--- config.mk ---
export PLATFORM = sky130hd
export DESIGN_NAME = cursor_control
export DESIGN_NICKNAME = d
export VERILOG_FILES = /design/src/rtl/cursor_pkg.sv /design/src/rtl/btn_sync.sv /design/src/rtl/cursor_control.sv
export SDC_FILE = /design/constraint.sdc
export NUM_CORES = 1
export LEC_CHECK = 0
export CAP_MARGIN = 10
export CORE_ASPECT_RATIO = 1.2
export CORE_MARGIN = 5
export CORE_UTILIZATION = 48
export CTS_CLUSTER_DIAMETER = 100
export DETAILED_ROUTE_END_ITERATION = 10
export PLACE_DENSITY_LB_ADDON = 0.15
export RECOVER_POWER = 50
export SYNTH_ARGS = -nofsm -noshare
export SYNTH_HDL_FRONTEND = slang
export SYNTH_SLANG_ARGS = --single-unit
--- constraint.sdc ---
create_clock -name clk -period 1.6 [get_ports clk]
set_input_delay 0.32 -clock clk [delete_from_list [all_inputs] [get_ports clk]]
set_output_delay 0.32 -clock clk [all_outputs]
set_load 0.005 [all_outputs]
--- src/rtl/cursor_pkg.sv ---
// Shared types and constants for the grid cursor controller.
// Latency: n/a (types, constants and a pure clamp helper only).
// Backpressure: n/a.
package cursor_pkg;

    localparam int IDX_W        = 3;
    localparam int GRID_SIZE_DEF = 5;

    typedef enum logic [1:0] {
        IDLE     = 2'd0,
        DEBOUNCE = 2'd1,
        HOLD     = 2'd2
    } state_e;

    // Encoding doubles as the bit position in the synchronized button vector.
    typedef enum logic [1:0] {
        UP    = 2'd0,
        DOWN  = 2'd1,
        LEFT  = 2'd2,
        RIGHT = 2'd3
    } dir_e;

    // Step an index by +/-1 and clamp to 0..grid-1. The extra top bit
    // exposes a decrement below zero so it can be clamped instead of wrapping.
    function automatic logic [IDX_W-1:0] step_idx(input logic [IDX_W-1:0] idx,
                                                  input logic             inc,
                                                  input int               grid);
        logic [IDX_W:0] wide;
        logic [IDX_W:0] top;
        top = (IDX_W+1)'(grid - 1);
        if (inc) begin
            wide = {1'b0, idx} + {{IDX_W{1'b0}}, 1'b1};
        end else begin
            wide = {1'b0, idx} - {{IDX_W{1'b0}}, 1'b1};
        end
        if (wide[IDX_W] && !inc) begin
            wide = '0;
        end else if (wide > top) begin
            wide = top;
        end
        return wide[IDX_W-1:0];
    endfunction

endpackage

--- src/rtl/btn_sync.sv ---
// Two-flop synchronizer bringing one raw pushbutton into the clk domain.
// Latency: 2 clk edges from input change to sync_o change.
// Backpressure: none; free-running, output always valid.
module btn_sync (
    input  logic clk,
    input  logic rst,
    input  logic async_i,
    output logic sync_o
);

    logic meta_q;
    logic sync_q;

    // First flop may go metastable; second flop gives it a cycle to settle.
    always_ff @(posedge clk or posedge rst) begin
        if (rst) begin
            meta_q <= 1'b0;
            sync_q <= 1'b0;
        end else begin
            meta_q <= async_i;
            sync_q <= meta_q;
        end
    end

    assign sync_o = sync_q;

endmodule

--- src/rtl/cursor_control.sv ---
// Debounced four-button cursor: one clamped row/column step per accepted press.
// Latency: press sampled at edge 1 commits (and pulses) at edge DEBOUNCE_CYCLES+3.
// Backpressure: none; held buttons never repeat, move_en low freezes and resyncs.
module cursor_control
    import cursor_pkg::*;
#(
    parameter int GRID_SIZE       = GRID_SIZE_DEF,
    parameter int DEBOUNCE_CYCLES = 4
) (
    input  logic             clk,
    input  logic             rst,
    input  logic             btn_up,
    input  logic             btn_down,
    input  logic             btn_left,
    input  logic             btn_right,
    input  logic             move_en,
    input  logic [IDX_W-1:0] i_actual,
    input  logic [IDX_W-1:0] j_actual,
    output logic [IDX_W-1:0] i_next,
    output logic [IDX_W-1:0] j_next,
    output logic             move_pulse
);

    localparam int CNT_W = $clog2(DEBOUNCE_CYCLES) + 1;
    localparam logic [CNT_W-1:0] CNT_LAST = CNT_W'(DEBOUNCE_CYCLES - 1);

    logic up_s, down_s, left_s, right_s;
    logic [3:0] btn_s;

    btn_sync u_sync_up    (.clk(clk), .rst(rst), .async_i(btn_up),    .sync_o(up_s));
    btn_sync u_sync_down  (.clk(clk), .rst(rst), .async_i(btn_down),  .sync_o(down_s));
    btn_sync u_sync_left  (.clk(clk), .rst(rst), .async_i(btn_left),  .sync_o(left_s));
    btn_sync u_sync_right (.clk(clk), .rst(rst), .async_i(btn_right), .sync_o(right_s));

    // Bit order matches dir_e so btn_s[dir] selects that direction's button.
    assign btn_s = {right_s, left_s, down_s, up_s};

    state_e           state_q, state_d;
    dir_e             dir_q, dir_d;
    logic [CNT_W-1:0] cnt_q, cnt_d;
    logic [IDX_W-1:0] i_q, i_d, j_q, j_d;
    logic             pulse_q, pulse_d;

    logic one_hot;
    dir_e press_dir;

    // Exactly one button pressed; chords are ignored entirely.
    assign one_hot = (btn_s != 4'd0) && ((btn_s & (btn_s - 4'd1)) == 4'd0);

    // Encode the single pressed button into a direction.
    always_comb begin
        press_dir = UP;
        if (btn_s[DOWN])  press_dir = DOWN;
        if (btn_s[LEFT])  press_dir = LEFT;
        if (btn_s[RIGHT]) press_dir = RIGHT;
    end

    // Next-state, counter, index and pulse logic for the press FSM.
    always_comb begin
        state_d = state_q;
        dir_d   = dir_q;
        cnt_d   = cnt_q;
        i_d     = i_q;
        j_d     = j_q;
        pulse_d = 1'b0;

        if (!move_en) begin
            // Game not accepting moves: track the committed position instead.
            state_d = IDLE;
            cnt_d   = '0;
            i_d     = i_actual;
            j_d     = j_actual;
        end else begin
            case (state_q)
                IDLE: begin
                    if (one_hot) begin
                        dir_d   = press_dir;
                        cnt_d   = '0;
                        state_d = DEBOUNCE;
                    end
                end
                DEBOUNCE: begin
                    if (!btn_s[dir_q]) begin
                        state_d = IDLE;
                    end else if (cnt_q == CNT_LAST) begin
                        state_d = HOLD;
                        case (dir_q)
                            UP:      i_d = step_idx(i_q, 1'b0, GRID_SIZE);
                            DOWN:    i_d = step_idx(i_q, 1'b1, GRID_SIZE);
                            LEFT:    j_d = step_idx(j_q, 1'b0, GRID_SIZE);
                            default: j_d = step_idx(j_q, 1'b1, GRID_SIZE);
                        endcase
                        // A clamped step at the grid edge is not a move.
                        pulse_d = (i_d != i_q) || (j_d != j_q);
                    end else begin
                        cnt_d = cnt_q + CNT_W'(1);
                    end
                end
                HOLD: begin
                    if (btn_s == 4'd0) begin
                        state_d = IDLE;
                    end
                end
                default: begin
                    state_d = IDLE;
                end
            endcase
        end
    end

    // State register; reset aborts any press in flight.
    always_ff @(posedge clk or posedge rst) begin
        if (rst) begin
            state_q <= IDLE;
            dir_q   <= UP;
            cnt_q   <= '0;
            i_q     <= '0;
            j_q     <= '0;
            pulse_q <= 1'b0;
        end else begin
            state_q <= state_d;
            dir_q   <= dir_d;
            cnt_q   <= cnt_d;
            i_q     <= i_d;
            j_q     <= j_d;
            pulse_q <= pulse_d;
        end
    end

    assign i_next     = i_q;
    assign j_next     = j_q;
    assign move_pulse = pulse_q;

endmodule

# Word level (Yosys, flattened, before mapping)
# Cells that the tools add are included.
# totals
ff_bits,22
word_cells,119
# op_classes
n_addsub,6
magnitude_cmp,5
n_eq_ne,16
muxes,64
n_bitwise,1
n_reduce_logical,13
# op_table
operator,n
$mux 4,20
$mux 3,26
$pmux 3 s2,3
$gt 4x3->1 const B,4
$mux 2,7
$ne 3x3->1 const B,4
$reduce_and 3->1,3
$add 3x1->4 const B,2
$logic_not 4->1,2
$sub 3x1->4 const B,2
$mux 1,6
$ne 2x1->1 const B,3
$ne 3x3->1,2
$pmux 2 s3,1
$and 4x4->4,1
$eq 2x1->1 const B,2
$eq 2x2->1 const B,2
$logic_not 2->1,2
$ne 4x4->1 const B,1
$reduce_and 4->1,1
$reduce_bool 4->1,1
$sub 4x1->4 const B,1
$add 3x1->3 const B,1
$eq 3x2->1 const B,1
other kinds (7),7

# Longest topological paths before layout
# depth
word_depth,20
ltp_mapped,8
ltp_nobuf,7

# Hierarchy
# A second synthesis with hierarchy kept.
# unflattened
cells_unflattened,160
hier_area_um2,1447.6
# by_module_without_submodules
mod,instances,cells_each,area_each_um2,seq_area_each_um2
cursor_control,1,148,1232.4,350.3
btn_sync,4,3,53.8,50.0

# Worst setup path after synthesis
# OpenSTA, ideal clock, no wires.
# synth_path
kind,flip-flop to flip-flop
from,"register i_q[1], in the netlist i_next[1]"
to,"register pulse_q, in the netlist move_pulse"
setup_ns,0.133
arrival_ns,1.630
required_ns,1.467
setup_slack_ns,-0.163
path_stages_with_launch,7
period_less_slack_ns,1.763
path_cell_list,dfrtp_1 ha_1 or3b_2 o211ai_1 o31ai_1 nor4b_1 a211oi_1
# synth_between
elab_chain_len,20
elab_cells_between_ends,28
cone_classes,2 x add/sub; 2 x order compare; 1 x eq/ne; 22 x mux; 1 x reduce/logical
# synth_rtl
element,line,rtl
"start, declared",cursor_control.sv:41,"logic [IDX_W-1:0] i_q, i_d, j_q, j_d;"
"start signal, assigned",cursor_control.sv:124,i_q <= i_d;
$sub 3x1->4,-,
$mux 4,cursor_control.sv:87,case (dir_q)
$mux 4,cursor_control.sv:85,end else if (cnt_q == CNT_LAST) begin
$mux 4,cursor_control.sv:83,if (!btn_s[dir_q]) begin
$mux 4,cursor_control.sv:74,case (state_q)
$mux 4,cursor_control.sv:67,if (!move_en) begin
$gt 4x3->1,cursor_pkg.sv:38,end else if (wide > top) begin
$mux 3,cursor_pkg.sv:38,
(+5 left out),-,
$mux 3,cursor_control.sv:67,
$ne 3x3->1 *,cursor_control.sv:94,pulse_d = (i_d != i_q) || (j_d != j_q);
$logic_or 1x1->1 *,cursor_control.sv:94,
$mux 1 *,cursor_control.sv:85,
$mux 1 *,cursor_control.sv:83,
$mux 1 *,cursor_control.sv:74,
$mux 1 *,cursor_control.sv:67,
named net pulse_d,cursor_control.sv:42,"logic pulse_q, pulse_d;"
"end signal, assigned",cursor_control.sv:126,pulse_q <= pulse_d;
"end, declared",cursor_control.sv:42,
# The timed path passes the listed nets; every way through them passes the cells marked *. The select of a mux whose other input is x is not followed.
# A chain may end at the register's enable or synchronous reset.

# Final worst setup path
# layout_path
from,"register i_q[0], in the netlist i_next[0]"
to,"register i_q[0], in the netlist i_next[0]"
# layout_between
elab_chain_len,18
elab_cells_between_ends,26
cone_classes,2 x add/sub; 2 x order compare; 22 x mux
# layout_rtl
element,line
$sub 3x1->4,-
$mux 4,cursor_control.sv:87
$mux 4,cursor_control.sv:85
$mux 4,cursor_control.sv:83
$mux 4,cursor_control.sv:74
$mux 4,cursor_control.sv:67
$gt 4x3->1,cursor_pkg.sv:38
$mux 3,cursor_pkg.sv:38
(+2 left out),-
$mux 3 *,cursor_control.sv:85
$mux 3 *,cursor_control.sv:83
$mux 3 *,cursor_control.sv:74
$mux 3 *,cursor_control.sv:67
$mux 3 *,cursor_control.sv:85
$mux 3 *,cursor_control.sv:83
$mux 3 *,cursor_control.sv:74
$mux 3 *,cursor_control.sv:67
# Every way passes the cells marked *; elsewhere a longest branch is shown, timed or not. The select of a mux whose other input is x is not followed.

==> impl_metrics.csv <==
group,metric,value,unit
pwr,ir_drop,749.2,uV
setup_path,cp_cell_sequence,"ha_4 > or3b_4 > o211ai_1 > o31ai_2 > buf_4 > nand4_1 > o221ai_2",
yosys,synthArstFlopShare,1.000,
yosys,avgSynthCellArea,9.268,um^2
pwr,p_leak,0.9302,nW
detailed_routing,drt_first_pass_iters,5,
sta,period_share,1.067,
global_route,grt_first_pass_wirelength,6051,um
yosys,synthTopCellsByArea,"dfrtp_1, ha_1, a21oi_1, inv_1, o21ai_0",
pwr,power_density,786.1,nW/um^2
clock_tree,postCtsHoldBufs,0,
yosys,ys.flop_type,"dfrtp_1",
floorplanning,start_util,0.4850,
layout,layout.nets,236,
setup_path,slowest_stage,"dfrtp_2",
yosys,netlist-cell-type-count,49,
global_route,antenna_found_initial,0,
clock_tree,root_buffer,"clkbuf_4",
detailed_routing,num_vias,1397,
sta,drv_slew,0,
placement,dp_hpwl,2585,um
setup_path,worstPathArrival,1910,ps
setup_path,crit_type,"reg -> reg",
global_route,grt_max_degree,23,
placement,port_buffers,19,
setup_path,slowest_delay,510,ps
sta,fmax,0.5856,GHz
detailed_routing,drtIter0Drc,65,
yosys,syn_area,1455,um^2
layout,antenna_cells,0,
sta,slew_headroom,0.6362,
yosys,synth_top_area_cell,"dfrtp_1",
detailed_routing,drc,0,
sta,setup_tns,-552.4,ps
floorplanning,die_h,70.32,um
clock_tree,clkTransAtPathRegs,120,ps
status,failed_checks,"negative setup slack",
floorplanning,die_w,60.26,um
floorplanning,core_area,3000,um^2
sta,finalHoldViolations,0,
detailed_routing,final_antenna_net_count,0,
layout,utilization,0.7118,
layout,drive_above_1_share,0.3679,
global_route,track_usage,0.1812,
sta,skew,6.140,ps
yosys,ys_warn_count,0,
yosys,yosysTopAreaCellShare,0.3783,
floorplanning,rows,22,
detailed_routing,drt-vias-per-instance,5.633,
setup_path,required,1810,ps
clock_tree,numClockSinks,22,
detailed_routing,wl,3674,um
setup_path,end_kind,"flop",
setup_path,critPathMaxFanout,8,
status,status,"complete, but fails checks",
sta,setup_violations,9,
yosys,yosysSeqAreaShare,0.3783,
global_route,grt-ovfl-total,0,
sta,rsz0062_at_grt,"true",
layout,nFillCells,229,
clock_tree,cts_buffers,3,
clock_tree,cts_tree,"built",
sta,hold_slack,363.2,ps
clock_tree,clock_path_buffers,2,
layout,multiInputGateArea,934.6,um^2
yosys,synth_edf_count,0,
hold_path,whs_path_depth,0,
floorplanning,die-area,4237,um^2
clock_tree,clkLatencyLatePin,310,ps
clock_tree,cts_max_level,1,
detailed_routing,wl_per_cell,14.81,um
layout,seq_area,555.5,um^2
yosys,netlist_instances,157,
yosys,syn_nets,180,
yosys,ys_seq_elements,22,
job,maxCapViolations,0,
sta,setup_slack,-107.7,ps
sta,fin_crit,1708,ps
layout,area_growth,46.78,%
yosys,synth_most_common_cell,"dfrtp_1",
sta,worst_pin_slew,545.7,ps
yosys,ys_top_cells_by_count,"dfrtp_1, inv_1, a21oi_1, nand2_1, ha_1",
floorplanning,ios,20,
global_route,grt_pass1_vias,1404,
hold_path,hp-class,"reg -> reg",
setup_path,reg2reg_depth,7,
setup_path,start_kind,"flop",
placement,place_congestion,0.9178,
[cell families (layout without fill, tap and decap cells)]
| kind of cell | count (synthesis) | in the layout | synth area share |
|---|---|---|---|
| simple gates | 45 | 45 | 0.1789 |
| flops | 22 | 22 | 0.3783 |
| xor+xnor | 4 | 4 | 0.02408 |
| compound gates | 49 | 49 | 0.2313 |
| buf+inv | 23 | 78 | 0.07051 |
| fa+ha+maj | 10 | 10 | 0.08598 |
| mux | 4 | 4 | 0.03095 |
[final timing paths]
kind	from	endpoint	slack, ps
max	i_next[0]$_DFFE_PP0P_	i_next[0]$_DFFE_PP0P_	-110
min in group asynchronous	rst	cnt_q[2]$_DFFE_PP0P_	550
max reg2reg	i_next[0]$_DFFE_PP0P_	i_next[0]$_DFFE_PP0P_	-110
min reg2reg	u_sync_left.meta_q$_DFF_PP0_	u_sync_left.sync_o$_DFF_PP0_	360
min	u_sync_left.meta_q$_DFF_PP0_	u_sync_left.sync_o$_DFF_PP0_	360
max in group asynchronous	rst	j_next[2]$_DFFE_PP0P_	650
[critical path, delay by kind of cell, from the launching register on]
| kind | cells | cell delay [ps] |
|---|---|---|
| and+or+nand+nor | 2 | 430 |
| AOI/OAI and AO/OA | 3 | 310 |
| adders and majority gates | 1 | 190 |
| DFF | 1 | 510 |
| buffers and inverters | 1 | 140 |
[area by class of cell]
cell class | count | share of cell area
Multi-Input combinational cell | 112 | 0.4376
Clock buffer | 4 | 0.01699
Sequential cell | 22 | 0.2601
Timing Repair Buffer | 58 | 0.2361
Inverter | 16 | 0.02812
Tap cell | 36 | 0.02109
[metal layers]
metal | wire length (um) | vias to the layer above | GRT usage
met4 | 36 | 0 | 0.06897
li1 | - | 680 | -
met3 | 98 | 4 | 0.01664
met2 | 1912 | 29 | 0.3161
met5 | 0 | - | 0
met1 | 1627 | 684 | 0.2221
[per-stage QoR]
stage	worst slack (ps)	cell area (um^2)	cells	power (W)
after floorplan	-61.33	1473	157	0.001016
after global placement	-96.94	1882	235	0.001238
after detailed placement	-133.6	1882	235	0.001261
after CTS	-110.0	2042	246	0.001623
after global routing	-221.6	2136	248	0.001777
final	-107.7	2136	248	0.001679
[power breakdown]
group / switching [W] / total, W / internal (W)
Clock: 0.000170 / 0.000309 / 0.000139
Sequential: 0.0000663 / 0.000670 / 0.000603
Combinational: 0.000338 / 0.000700 / 0.000362
[what timing repair did]
item	in CTS	in global routing
endpoints found under the setup margin	14	17
buffers inserted	7	4
pin swaps	7	13
gates resized for setup	23	25
[registers in the layout, summed over array words and instances, names as in the netlist]
register	count
j_next	3
cnt_q	3
u_sync_down.sync_o	1
dir_q	2
u_sync_up.meta_q	1
u_sync_left.sync_o	1
u_sync_up.sync_o	1
u_sync_left.meta_q	1
u_sync_right.meta_q	1
u_sync_right.sync_o	1
state_q	2
i_next	3
u_sync_down.meta_q	1
move_pulse	1
[layout by cell type, fill, tap and decap left out, types with 3 or more instances in the layout]
cell	Yosys	routed
xnor2_1	3	3
clkdlybuf4s50_1	0	8
o211ai_1	4	4
ha_1	10	3
nand2b_1	3	3
nand2_1	11	11
nor3b_1	3	3
inv_1	16	12
nor2_1	6	6
dlygate4sd3_1	0	5
dfrtp_2	0	4
o22ai_1	3	3
clkbuf_4	0	3
buf_4	1	32
dfrtp_1	22	18
o21ai_1	0	4
ha_4	0	5
dlygate4sd2_1	0	3
a21oi_2	0	4
o21ai_0	9	3
nand3_1	4	4
inv_2	0	4
buf_6	1	6
a21oi_1	12	8
No activity file was read; power rests on OpenSTA's default activity.
==> RTL change (same flow settings) <==
The 3 states of `state_e` get a one-hot encoding in 3 bits.
--- a/src/rtl/cursor_pkg.sv
+++ b/src/rtl/cursor_pkg.sv
@@ -6,10 +6,10 @@
     localparam int IDX_W        = 3;
     localparam int GRID_SIZE_DEF = 5;
 
-    typedef enum logic [1:0] {
-        IDLE     = 2'd0,
-        DEBOUNCE = 2'd1,
-        HOLD     = 2'd2
+    typedef enum logic [2:0] {
+        IDLE     = 3'b001,
+        DEBOUNCE = 3'b010,
+        HOLD     = 3'b100
     } state_e;
 
     // Encoding doubles as the bit position in the synchronized button vector.
Check against the original RTL: no difference found for any inputs over 10 cycles, from zero or initial values and one cycle with rst high; not proved beyond that.
==> RTL change against the unedited design <==
  * The run still ends with negative setup slack left
  * Critical endpoint is now move_pulse$_DFF_PP0_
  * Non-clock buffer count increased by 14
  * Sequential power about the same
  * Synthesized area increased by 7.3%
  * Power increased by 9.0%
  * Worst setup slack got worse by 0.013 ns
  * Wire length increased by 18%
  * Final area increased by 15%
  * Sequential cell count increased by 1
==> RTL change: results (changes against the unedited design) <==
<table>
<tr><th>Metric</th><th>Value</th></tr>
<tr><th colspan="2">Critical path</th></tr>
<tr><td>CP delay by family, top</td><td>compound AO/OA/AOI/OAI gates</td></tr>
<tr><td>Worst-path maximum fanout</td><td>5 (-3)</td></tr>
<tr><td>Launch instance of the worst register-to-register path</td><td>j_next[0]$_DFFE_PP0P_</td></tr>
<tr><td>Endpoint of the worst register-to-register path</td><td>move_pulse$_DFF_PP0_</td></tr>
<tr><td>CP arrival</td><td>1.98 ns (+0.07 ns)</td></tr>
<tr><th colspan="2">Yosys</th></tr>
<tr><td>Share of synthesized area occupied by flip-flops and latches</td><td>36.9% (-0.89 points)</td></tr>
<tr><td>Mean post-synth cell area</td><td>9.08 um^2 (-2.0%)</td></tr>
<tr><td>Ranking of synthesized cells by instance count</td><td>sky130_fd_sc_hd__dfrtp_1, sky130_fd_sc_hd__inv_1</td></tr>
<tr><td>Number of unique standard cell types used by synthesis</td><td>43 (-12%)</td></tr>
<tr><th colspan="2">Run status</th></tr>
<tr><td>Violations in the final reports</td><td>negative setup slack</td></tr>
<tr><td>Run status</td><td>finished, violations left</td></tr>
<tr><th colspan="2">STA</th></tr>
<tr><td>Final setup violating endpoints</td><td>11 (+2)</td></tr>
<tr><td>Post-route setup slack</td><td>-0.121 ns (-0.0131 ns)</td></tr>
<tr><td>Sum of negative setup slack</td><td>-0.841 ns (-0.288 ns)</td></tr>
<tr><td>Transition at the pin with the smallest max-transition slack</td><td>0.567 ns (+0.0208 ns)</td></tr>
<tr><th colspan="2">Detailed routing</th></tr>
<tr><td>Post-detailed-route via-to-cell ratio</td><td>5.77 (+2.4%)</td></tr>
<tr><td>Number of search-and-repair iterations in the first detailed-routing pass</td><td>4 (-1)</td></tr>
<tr><td>Violation count after the first detailed-route iteration</td><td>203 (+210%)</td></tr>
<tr><th colspan="2">Global route</th></tr>
<tr><td>GRT Resource Usage Total</td><td>21.0% (+2.9 points)</td></tr>
<tr><th colspan="2">Clocking</th></tr>
<tr><td>Clock insertion delay at the later pin of the skew report</td><td>0.34 ns (+0.03 ns)</td></tr>
<tr><th colspan="2">Placement</th></tr>
<tr><td>Placer's final routability congestion estimate</td><td>0.933 (+1.7%)</td></tr>
<tr><th colspan="2">Worst hold path</th></tr>
<tr><td>Worst Hold Endpoint</td><td>u_sync_right.sync_o$_DFF_PP0_</td></tr>
<tr><td>Hold path startpoint</td><td>u_sync_right.meta_q$_DFF_PP0_</td></tr>
<tr><th colspan="2">Power and ir drop</th></tr>
<tr><td>Max IR drop VDD</td><td>0.763 mV (+1.8%)</td></tr>
<tr><th colspan="2">Layout</th></tr>
<tr><td>Number of nets in the finished design</td><td>262 (+11%)</td></tr>
</table>
[RTL change: metrics by stage]
stage / area, um^2 / hold slack [ns]
global route: 2460 / 0.385
floorplan: 1590 / 0.321
global placement: 2040 / 0.338
CTS: 2330 / 0.304
detailed placement: 2040 / 0.336
finish: 2460 / 0.370
[RTL change: final cells by class]
type,count,area [um^2]
clock buffers,3,22.5
clock inverters,1,7.51
repair buffers,72,643
inverters,13,55.1
fillers,207,651
multi-input cells,126,1100
flip-flops and latches,23,584
well taps,36,45.0
[RTL change: kinds of logic (layout without fill, tap and decap cells)]
family | after synthesis | after routing | synth area share (%)
AOI/OAI and AO/OA | 53 | 53 | 23.2
buffers and inverters | 23 | 89 | 6.57
adders and majority gates | 10 | 10 | 8.01
and+or+nand+nor | 52 | 52 | 17.8
DFF | 23 | 23 | 36.9
muxes | 6 | 6 | 4.65
xor gates and xnor gates | 5 | 5 | 2.80
[RTL change: worst max-delay path by stage]
stage / startpoint / end / slack, ns / cells after the start
5_1_grt: i_next[0]$_DFFE_PP0P_ / move_pulse$_DFF_PP0_ / -0.23 / 7
3_5_place_dp: j_next[0]$_DFFE_PP0P_ / j_next[1]$_DFFE_PP0P_ / -0.14 / 6
3_3_place_gp: j_next[0]$_DFFE_PP0P_ / j_next[1]$_DFFE_PP0P_ / -0.09 / 6
2_1_floorplan: dir_q[0]$_DFFE_PP0P_ / i_next[0]$_DFFE_PP0P_ / -0.12 / 7
4_1_cts: dir_q[0]$_DFFE_PP0P_ / j_next[1]$_DFFE_PP0P_ / -0.1 / 5
6_report: j_next[0]$_DFFE_PP0P_ / move_pulse$_DFF_PP0_ / -0.12 / 8
[RTL change: timing repair]
item / 4_1_cts / 5_1_grt
gates cloned: 0 / 1
hold buffers: 0 / 0
pin swaps: 11 / 15
gates resized for setup: 50 / 26
endpoints found under the setup margin: 18 / 18
setup buffers: 13 / 4
[RTL change: power by group]
part	internal (mW)	total (mW)	switching (mW)
clock network	0.0962	0.287	0.191
logic	0.443	0.875	0.432
registers	0.626	0.669	0.0433
[RTL change: metal layers]
layer | share of wire (%) | GRT usage, % | up-vias
li1 | - | - | 771
met1 | 42 | 25.9 | 766
met2 | 53 | 36.1 | 37
met3 | 3.1 | 2.14 | 7
met4 | 1.7 | 8.73 | 0
met5 | 0 | 0 | -
